==> src/rtl/wb_burst_master.sv <==
// -----------------------------------------------------------------------------
// wb_burst_master
//
// Wishbone B3 initiator for exercising a memory slave. It accepts one command
// at a time. Each command gives a start address, a beat count, a direction
// and a seed, and the block issues one incrementing linear burst:
//   write : every beat carries the pattern (beat byte address ^ seed)
//   read  : every returned beat is compared against that same pattern
// When the burst ends, a one-cycle response reports the mismatch count, the
// first mismatching address, and whether the burst was aborted by a timeout
// or by wb_err_i.
//
// Ports
//   sys_clk, RESETN        clock (rising edge), synchronous active-low reset
//   cmd_valid / cmd_ready  command handshake; ready only while idle
//   cmd_we                 1 = write burst, 0 = read-and-compare burst
//   cmd_addr               start byte address (bits [1:0] ignored)
//   cmd_len                beats minus one
//   cmd_seed               pattern seed
//   rsp_valid              one-cycle completion pulse
//   rsp_err_cnt            mismatching read beats
//   rsp_first_err_addr     byte address of the first mismatch (0 if none)
//   rsp_timeout            burst aborted because the slave stopped answering
//   rsp_bus_err            burst aborted by wb_err_i
//   busy                   a command is in progress
//   wb_*                   Wishbone B3 master signals
// -----------------------------------------------------------------------------
module wb_burst_master #(
    parameter int AW      = 32,
    parameter int DW      = 32,
    parameter int BL      = 5,
    parameter int TIMEOUT = 256
) (
    input  logic          sys_clk,
    input  logic          RESETN,

    input  logic          cmd_valid,
    output logic          cmd_ready,
    input  logic          cmd_we,
    input  logic [AW-1:0] cmd_addr,
    input  logic [BL-1:0] cmd_len,
    input  logic [DW-1:0] cmd_seed,

    output logic          rsp_valid,
    output logic [BL:0]   rsp_err_cnt,
    output logic [AW-1:0] rsp_first_err_addr,
    output logic          rsp_timeout,
    output logic          rsp_bus_err,
    output logic          busy,

    output logic          wb_cyc_o,
    output logic          wb_stb_o,
    output logic          wb_we_o,
    output logic [3:0]    wb_sel_o,
    output logic [AW-1:0] wb_addr_o,
    output logic [DW-1:0] wb_dat_o,
    output logic [2:0]    wb_cti_o,
    output logic [1:0]    wb_bte_o,
    input  logic [DW-1:0] wb_dat_i,
    input  logic          wb_ack_i,
    input  logic          wb_err_i
);

    // The timeout counter only has to reach TIMEOUT-1.
    localparam int TW = (TIMEOUT > 2) ? $clog2(TIMEOUT) : 1;

    localparam logic [2:0] CTI_CLASSIC = 3'b000;
    localparam logic [2:0] CTI_INCR    = 3'b010;
    localparam logic [2:0] CTI_END     = 3'b111;

    typedef enum logic [1:0] {
        S_IDLE  = 2'd0,
        S_BURST = 2'd1,
        S_RESP  = 2'd2
    } state_t;

    state_t state, next_state;

    // Captured command and burst progress
    logic          we_r;
    logic [BL-1:0] len_r;
    logic [DW-1:0] seed_r;
    logic [AW-1:0] addr_r;
    logic [BL-1:0] beat_r;
    logic [TW-1:0] to_cnt;

    // Result registers; they hold until the next command is accepted
    logic [BL:0]   err_cnt;
    logic [AW-1:0] first_err_addr;
    logic          timeout_r;
    logic          bus_err_r;

    logic          last_beat;
    logic          to_expired;
    logic          rd_mismatch;

    // Byte-lane offset bits of the command address are not used
    logic          unused_addr_bits;
    assign unused_addr_bits = &{1'b0, cmd_addr[1:0]};

    // Pattern carried by the beat at byte address a
    function automatic logic [DW-1:0] pattern(input logic [AW-1:0] a,
                                              input logic [DW-1:0] s);
        return DW'(a) ^ s;
    endfunction

    assign last_beat   = (beat_r == len_r);
    assign to_expired  = (to_cnt == TW'(TIMEOUT - 1));
    assign rd_mismatch = (wb_dat_i != pattern(addr_r, seed_r));

    // ---------------- state register ----------------
    always_ff @(posedge sys_clk) begin
        if (!RESETN) begin
            state <= S_IDLE;
        end else begin
            state <= next_state;
        end
    end

    // ---------------- next state and bus outputs ----------------
    always_comb begin
        next_state = state;
        cmd_ready  = 1'b0;
        busy       = 1'b1;
        rsp_valid  = 1'b0;
        wb_cyc_o   = 1'b0;
        wb_stb_o   = 1'b0;
        wb_we_o    = 1'b0;
        wb_sel_o   = 4'h0;
        wb_addr_o  = '0;
        wb_dat_o   = '0;
        wb_cti_o   = CTI_CLASSIC;
        wb_bte_o   = 2'b00;

        case (state)
            S_IDLE: begin
                cmd_ready = 1'b1;
                busy      = 1'b0;
                if (cmd_valid) begin
                    next_state = S_BURST;
                end
            end

            S_BURST: begin
                wb_cyc_o  = 1'b1;
                wb_stb_o  = 1'b1;
                wb_we_o   = we_r;
                wb_sel_o  = 4'hF;
                wb_addr_o = addr_r;
                wb_dat_o  = we_r ? pattern(addr_r, seed_r) : '0;
                if (len_r == '0) begin
                    wb_cti_o = CTI_CLASSIC;
                end else if (last_beat) begin
                    wb_cti_o = CTI_END;
                end else begin
                    wb_cti_o = CTI_INCR;
                end

                // err takes priority over a simultaneous ack
                if (wb_err_i) begin
                    next_state = S_RESP;
                end else if (wb_ack_i) begin
                    if (last_beat) begin
                        next_state = S_RESP;
                    end
                end else if (to_expired) begin
                    next_state = S_RESP;
                end
            end

            S_RESP: begin
                rsp_valid  = 1'b1;
                next_state = S_IDLE;
            end

            default: begin
                next_state = S_IDLE;
            end
        endcase
    end

    // ---------------- command capture, beat tracking, results ----------------
    always_ff @(posedge sys_clk) begin
        if (!RESETN) begin
            we_r           <= 1'b0;
            len_r          <= '0;
            seed_r         <= '0;
            addr_r         <= '0;
            beat_r         <= '0;
            to_cnt         <= '0;
            err_cnt        <= '0;
            first_err_addr <= '0;
            timeout_r      <= 1'b0;
            bus_err_r      <= 1'b0;
        end else begin
            case (state)
                S_IDLE: begin
                    if (cmd_valid) begin
                        we_r           <= cmd_we;
                        len_r          <= cmd_len;
                        seed_r         <= cmd_seed;
                        addr_r         <= {cmd_addr[AW-1:2], 2'b00};
                        beat_r         <= '0;
                        to_cnt         <= '0;
                        err_cnt        <= '0;
                        first_err_addr <= '0;
                        timeout_r      <= 1'b0;
                        bus_err_r      <= 1'b0;
                    end
                end

                S_BURST: begin
                    if (wb_err_i) begin
                        bus_err_r <= 1'b1;
                    end else if (wb_ack_i) begin
                        to_cnt <= '0;
                        addr_r <= addr_r + AW'(4);
                        beat_r <= beat_r + BL'(1);
                        if (!we_r && rd_mismatch) begin
                            err_cnt <= err_cnt + (BL+1)'(1);
                            if (err_cnt == '0) begin
                                first_err_addr <= addr_r;
                            end
                        end
                    end else if (to_expired) begin
                        timeout_r <= 1'b1;
                    end else begin
                        to_cnt <= to_cnt + TW'(1);
                    end
                end

                default: begin
                end
            endcase
        end
    end

    assign rsp_err_cnt        = err_cnt;
    assign rsp_first_err_addr = first_err_addr;
    assign rsp_timeout        = timeout_r;
    assign rsp_bus_err        = bus_err_r;

endmodule

==> config.mk <==
export PLATFORM = sky130hd
export DESIGN_NAME = wb_burst_master
export DESIGN_NICKNAME = d
export VERILOG_FILES = /design/src/rtl/wb_burst_master.sv
export SDC_FILE = /design/constraint.sdc
export NUM_CORES = 1
export LEC_CHECK = 0
export CELL_PAD_IN_SITES_DETAIL_PLACEMENT = 0
export CELL_PAD_IN_SITES_GLOBAL_PLACEMENT = 1
export CORE_MARGIN = 3
export CORE_UTILIZATION = 46
export DETAILED_ROUTE_END_ITERATION = 8
export DONT_BUFFER_PORTS = 1
export GPL_ROUTABILITY_DRIVEN = 0
export PLACE_DENSITY_LB_ADDON = 0.1
export RECOVER_POWER = 50
export SETUP_SLACK_MARGIN = 0.3
export SLEW_MARGIN = 30
export SYNTH_ARGS = -nofsm -noshare
export SYNTH_HDL_FRONTEND = slang
export SYNTH_SLANG_ARGS = --single-unit
==> constraint.sdc <==
create_clock -name sys_clk -period 2.7 [get_ports sys_clk]
set_clock_uncertainty 0.15 [all_clocks]
set_input_delay 0.27 -clock sys_clk [delete_from_list [all_inputs] [get_ports sys_clk]]
set_output_delay 0.27 -clock sys_clk [all_outputs]
set_load 0.02 [all_outputs]
# Word level (Yosys, flattened, before mapping)
# Index checks and enable logic that the tools add are counted.
[totals]
elab_cells = 95
input_bits = 107
ff_bits = 125
out_inout_bits = 119
[classes]
n_mux = 49
bitwise = 1
n_eq_ne = 16
reduce_logical = 14
add_sub_neg = 4
[op_table]
columns = ["op", "n"]
rows = [
  ["32-bit 2-to-1 mux", 11],
  ["32-bit case mux with 2 select lines", 2],
  ["32-bit by 3-bit adder with 32-bit output, second input constant", 1],
  ["8-bit 2-to-1 mux", 4],
  ["32-bit != test", 1],
  ["32-bit bitwise XOR", 1],
  ["6-bit 2-to-1 mux", 4],
  ["2-bit != test, second input constant", 8],
  ["8-bit case mux with 2 select lines", 1],
  ["5-bit 2-to-1 mux", 3],
  ["6-bit case mux with 2 select lines", 1],
  ["1-bit 2-to-1 mux", 10],
  ["2-bit 2-to-1 mux", 5],
  ["5-bit case mux with 2 select lines", 1],
  ["5-bit AND reduction", 2],
  ["3-bit 2-to-1 mux", 3],
  ["8-bit by 1-bit adder with 8-bit output, second input constant", 1],
  ["8-bit == test, second input constant", 1],
  ["4-bit != test, second input constant", 2],
  ["4-bit AND reduction", 2],
  ["6-bit by 1-bit adder with 6-bit output, second input constant", 1],
  ["6-bit logical NOT", 1],
  ["3-bit AND reduction", 2],
  ["6-bit AND reduction", 1],
  ["other kinds (14)", 15],
]

# Longest topological paths before layout
# Gate-level depths: netlist of run 1.
[logic_depth]
ltp_word = 7
ltp_mapped = 9
ltp_nobuf = 7

# Worst setup path after synthesis of run 1
# OpenSTA, ideal clock, no wires.
[synth_path]
kind = "reg2out"
from = "register state[1]"
to = "output port wb_cti_o[2]"
required_time_ns = 2.280
arrival_ns = 2.336
stages_incl_launch_ff = 7
path_buffers = 3
setup_slack_ns = -0.056
cell_sequence = "dfxtp_1 > nand2b_1 > clkbuf_1 > clkbuf_1 > a21oi_1 > nor4b_1 > buf_4"
[synth_via]
elab_chain_cells = 2
[synth_lines]
columns = ["element", "line_no", "source"]
rows = [
  ["start, declared", "77", "state_t state, next_state;"],
  ["start signal, assigned", "116", "state <= next_state;"],
  ["2-bit by 1-bit == test with 1-bit output", "135", "case (state)"],
  ["3-bit 2-to-1 mux", "135", ""],
  ["end, declared", "57", "output logic [2:0] wb_cti_o,"],
]
# No other way between the ends.

# Final worst setup path of run 1
[layout_path]
from = "input port RESETN"
to = "register addr_r[31]"
[layout_rtl]
columns = ["element", "line_no", "source"]
rows = [
  ["start, declared", "35", "input logic RESETN,"],
  ["end signal, assigned", "202", "addr_r <= {cmd_addr[AW-1:2], 2'b00};"],
  ["end signal, assigned", "217", "addr_r <= addr_r + AW'(4);"],
  ["end, declared", "83", "logic [AW-1:0] addr_r;"],
]
# No word-level cell between the ends.

==> impl_metrics.ini, run 1 <==
[layout]
multiInputGateArea_mm2 = 0.00437
regArea_mm2 = 0.00244
final_cell_mix = nand2_1 (185), dfxtp_1 (109), nor2_1 (86), buf_4 (71), a21oi_1 (67)
syn_to_final_growth_pct = 24.7
diodes = 0
n_fill_cell = 1405
layout-drive-gt1-share = 0.171
nets = 1080
utilization = 0.593
layout_commonest_cell = nand2_1

[sta]
hold_slack_ns = 0.0157
fin_ws_ns = 0.220
tightest_slew_ns = 1.07
setup_violations = 0
slew_violations = 0
rsz0062_at_grt = true
period_minus_slack_ns = 2.48
hold_violations = 0
tns_ns = 0
max_freq_ghz = 0.403
max_slew_margin = 0.286
finalCritPeriodShare = 0.919

[worst_setup_path]
startpoint_type = primary input
arrival_ns = 2.65
cp-end-kind = flop
worst_r2r_path_depth = 7
rrSetupSlack_ns = 0.29
r2r-start = state[1]
required_ns = 2.87
crit_path_max_incr_delay_ns = 0.77
r2r-end = to_cnt[7]
critPathMaxFanout = 31
critical_path_class = in2reg
path_cells = clkbuf_1, inv_1, clkbuf_2, o32ai_1
cp_top_family = buffers and inverters
crit_buf_inv = 3
cp_slowest_cell = clkbuf_1
crit_start = RESETN

[logic_synthesis]
yosys.area.top_type = dfxtp_1
synth_compound_area_frac = 0.130
synthTopCellsByArea = dfxtp_1 (33%), nand2_1 (9.6%), xnor2_1 (4.7%)
netlist_instances = 886
yosys_warnings = 0
avgSynthCellArea_um2 = 8.21
synthMuxAreaShare = 0.0456
synth_top_family_by_area = simple AND/OR/NAND/NOR gates
ys_seq_elements = 121
syn_area_mm2 = 0.00728
synthFlopType = dfxtp_1
synth.yosys.seq_area_share = 0.333
async_reset_ff_frac = 0
synth-xor-area-share = 0.147
synth-edff-count = 0
synthAdderAreaFrac = 0.00860
synthSimpleGateAreaFrac = 0.251
synth_top_area_share = 0.333
synth.distinct_cells = 69

[placement]
place_ws_ns = 0.202
dp_hpwl_mm = 17.2
io_buffers = 0

[route]
drt-total-wl_mm = 24.4
wire_per_inst_um = 20.5
drt_iter0_markers = 533
vias = 6762
ant_nets = 0
drtPass1Iterations = 5
drc = 0
viasPerCell = 5.67

[pwr]
peakVddDrop_mv = 0.480
p_leak_nw = 3.56
p_per_area_mw_per_mm2 = 655

[min_path]
hold_depth = 3
worstHoldStart = cmd_addr[25]
min_delay_worst_endpoint = addr_r[25]
worstHoldPathType = in2reg

[cts]
clockBufferDepth = 2
h-tree-depth = 4
cts.sinks = 121
worstSkewPairLatency_ns = 0.42
root_buffer = clkbuf_16
cts_inserted_buffers = 17
clk_pin_slew_worst_paths_ns = 0.06
cts_tree = yes

[floorplan]
start_util = 0.475
core-area_mm2 = 0.0153
die-height_um = 132
floorplan.rows = 45
num_io_pins = 226
die_w_um = 132
die-area_mm2 = 0.0174

[global_routing]
grt_pass1_wl_mm = 37.4
grt_overflow = 0
grt_usage = 0.272
antenna_found_initial = 0
grt_max_degree = 71
grt_pass1_vias = 6740

[run]
maxCapViolCount = 0

[status]
status = complete, no violations
==> synth_stat cells (4+ instances only) <==
master / instances
a31oi_1: 8
buf_4: 26
a21oi_1: 68
a22oi_1: 8
nand2_1: 186
xor2_1: 9
buf_1: 6
and2_1: 31
o31ai_1: 7
ha_1: 5
nand4_1: 14
nand3_1: 19
nor2_1: 87
nor3_1: 12
o21ai_0: 27
a211oi_1: 4
nand2b_1: 4
clkbuf_1: 37
xnor2_1: 39
nor4_1: 5
buf_6: 7
inv_1: 9
and3_1: 11
mux2i_1: 32
xnor3_1: 14
or3_1: 6
dfxtp_1: 121
xnor3_2: 11
==> cells by family after synthesis <==
family                   Yosys count
XOR/XNOR                          76
AND/OR/NAND/NOR                  397
AO/OA/AOI/OAI                    153
adder cells (fa/ha/maj)            5
buffers and inverters            100
flip-flops                       121
other                              1
multiplexers                      33
==> how the worst max path moves through the flow <==
stage                                  end  slack [ns]  cells past startpoint
floorplan                       addr_r[20]        0.35                      7
global placement    rsp_first_err_addr[14]        0.25                      7
detailed placement              addr_r[20]        0.20                      7
CTS                             addr_r[20]        0.31                      7
global route                    addr_r[31]        0.12                      4
finish                          addr_r[31]        0.22                      4
==> stage by stage <==
| step | std cells | area, um2 | total power [mW] |
|---|---|---|---|
| after floorplan | 891 | 7310 | 3.05 |
| after global placement | 1095 | 7670 | 3.30 |
| after detailed placement | 1095 | 7670 | 3.32 |
| after CTS | 1190 | 8970 | 5.92 |
| after global routing | 1192 | 9070 | 6.19 |
| final | 1192 | 9070 | 5.94 |
==> final cells by class <==
type / count / area share
clock buffer: 22 / 0.0534
sequential: 121 / 0.269
tap: 211 / 0.0291
multi-input combinational: 670 / 0.482
clock inverter: 10 / 0.0181
inverter: 11 / 0.00469
timing repair buffer: 147 / 0.144
==> power by group <==
group	switching, mW	internal, mW	leakage [nW]
Combinational	0.749	0.634	2.25
Clock	0.856	1.65	0.317
Sequential	0.156	1.90	0.991
==> layer usage <==
layer	vias up	wire length [um]	global-route usage
met5	-	0	0
met1	3227	10100	0.346
met4	0	592	0.0916
met2	344	11300	0.435
met3	51	2390	0.0920
li1	3140	-	-
==> state kept, by name, summed over array words and instances, names as in the netlist <==
name	cells
addr_r	30
beat_r	5
len_r	5
rsp_bus_err	1
rsp_err_cnt	6
rsp_first_err_addr	30
rsp_timeout	1
seed_r	32
state	2
to_cnt	8
we_r	1
==> worst reg2reg max path, delay by kind of cell (launching register included) <==
kind                   cells  cell delay, ns
buffers and inverters      1            0.20
and+or+nand+nor            4            0.99
AOI/OAI and AO/OA          2            0.66
DFF                        1            0.35
==> what timing repair did <==
| item | in CTS | in global routing |
|---|---|---|
| pin swaps | 1 | 2 |
| endpoints found under the hold margin | 80 | 0 |
| cloned | 0 | 2 |
| hold buffers | 61 | 0 |
| resized for setup | 8 | 29 |
| setup buffers | 2 | 0 |
| endpoints found under the setup margin | 49 | 51 |
No activity file was read; power rests on OpenSTA's default activity.
==> inputs of run 2 (changes only) <==
Settings changed: CORE_UTILIZATION 46 to 50.
Clock period 2.7 ns to 2.9 ns, I/O delays scaled along.
==> impl_metrics.ini, run 2 (synthesized netlist as in run 1, its figures left out) <==
[run]
maxCapViolCount = 0

[worst_setup_path]
startpoint_type = flop
critical_path_class = reg2out
cp_top_family = simple AND/OR/NAND/NOR gates
arrival_ns = 2.15
cp-end-kind = output port
crit_buf_inv = 1
worst_r2r_path_depth = 7
r2r-start = state[1]
rrSetupSlack_ns = 0.32
r2r-end = to_cnt[7]
crit_path_max_incr_delay_ns = 0.56
required_ns = 2.46
critPathMaxFanout = 42
cp_slowest_cell = nor2_1
path_cells = nand2b_1, clkbuf_2, nor2_1

[pwr]
p_per_area_mw_per_mm2 = 618
p_leak_nw = 3.41
peakVddDrop_mv = 0.431

[layout]
regMostFlops = seed_r
layout_commonest_cell = nand2_1
final_area_mm2 = 0.00874
n_fill_cell = 1246
layout-drive-gt1-share = 0.155
multiInputGateArea_mm2 = 0.00428
regArea_mm2 = 0.00242
finalNonFillerCells = 1150
nets = 1069
syn_to_final_growth_pct = 20.1
final_cell_mix = nand2_1 (186), dfxtp_1 (120), nor2_1 (85), buf_4 (77), a21oi_1 (69)
diodes = 0
largest_reg_flops = 32

[cts]
cts.sinks = 121
root_buffer = clkbuf_16
h-tree-depth = 4
worstSkewPairLatency_ns = 0.42
postCtsSetupBuffers = 0
cts_inserted_buffers = 17
clockBufferDepth = 2
clk_pin_slew_worst_paths_ns = 0.06
cts_tree = yes

[route]
drt-total-wl_mm = 24.0
wire_per_inst_um = 20.9
drtPass1Iterations = 5
vias = 6663
ant_nets = 0
drc = 0
drt_iter0_markers = 578
viasPerCell = 5.79

[min_path]
worstHoldStart = cmd_addr[22]
worstHoldPathType = in2reg
min_delay_worst_endpoint = addr_r[22]
hold_depth = 4

[floorplan]
die-area_mm2 = 0.0160
die-height_um = 127
die_w_um = 127
floorplan.rows = 43
core-area_mm2 = 0.0140
num_io_pins = 226
start_util = 0.518

[placement]
io_buffers = 0
dp_cells = 1065
placed_cell_area_mm2 = 0.00759
dp_hpwl_mm = 17.4

[sta]
period_minus_slack_ns = 2.59
setup_violations = 0
tightest_slew_ns = 0.858
max_slew_margin = 0.428
max_freq_ghz = 0.386
rsz0062_at_grt = true
hold_violations = 0
tns_ns = 0
slew_violations = 0
finalCritPeriodShare = 0.893

[global_routing]
grt_pass1_wl_mm = 37.1
grt_overflow = 0
antenna_found_initial = 0
grt_max_degree = 45
grt_pass1_vias = 6570
grt_usage = 0.296

[status]
status = complete, no violations
## run 2: per-layer routing
| layer | vias to the layer above | track usage | wire [um] |
|---|---|---|---|
| met1 | 3169 | 0.406 | 10700 |
| li1 | 3122 | - | - |
| met4 | 0 | 0.0997 | 428 |
| met2 | 338 | 0.444 | 10600 |
| met5 | - | 0 | 0 |
| met3 | 34 | 0.0939 | 2340 |
## run 2: what timing repair did
item	4_1_cts	5_1_grt
gates resized for setup	2	5
hold buffers	53	0
endpoints found under the hold margin	70	0
cloned	0	0
endpoints found under the setup margin	33	11
## run 2: stage by stage
step / util / hold slack (ns) / power [mW] / setup slack [ns]
after floorplan: - / 0.276 / 2.84 / 0.450
after global placement: 0.541 / 0.278 / 3.07 / 0.258
after detailed placement: 0.541 / 0.282 / 3.08 / 0.195
after CTS: 0.623 / 0.00168 / 5.42 / 0.318
after global routing: 0.622 / 0.0298 / 5.60 / 0.161
final: 0.622 / 0.0165 / 5.40 / 0.311
## run 2: worst max path at each step
stage / start / endpoint / slack, ns / cells after the start
6_report: state[1] / wb_addr_o[18] / 0.31 / 3
5_1_grt: state[1] / to_cnt[7] / 0.16 / 7
4_1_cts: state[1] / wb_sel_o[0] / 0.32 / 4
3_5_place_dp: addr_r[2] / rsp_first_err_addr[20] / 0.20 / 6
3_3_place_gp: addr_r[2] / rsp_first_err_addr[20] / 0.26 / 6
2_1_floorplan: state[1] / wb_cti_o[2] / 0.45 / 6
## run 2: worst min-delay path, stage by stage
cell and delay [ns]:
nand2_1 0.03, o31ai_1 0.05, a22oi_1 0.08, nor2_1 0.10
## run 2: area by class of cell
cell class / instances / area share
clock buffer: 17 / 0.0487
tap: 180 / 0.0258
sequential: 121 / 0.277
inverter: 11 / 0.00487
multi-input combinational: 670 / 0.489
clock inverter: 15 / 0.0230
timing repair buffer: 136 / 0.131
## run 2: power by group
part,switching (mW),total [mW],leakage [nW],internal [mW]
Sequential,0.127,1.89,0.987,1.76
Clock,0.833,2.27,0.299,1.44
Combinational,0.699,1.24,2.12,0.542
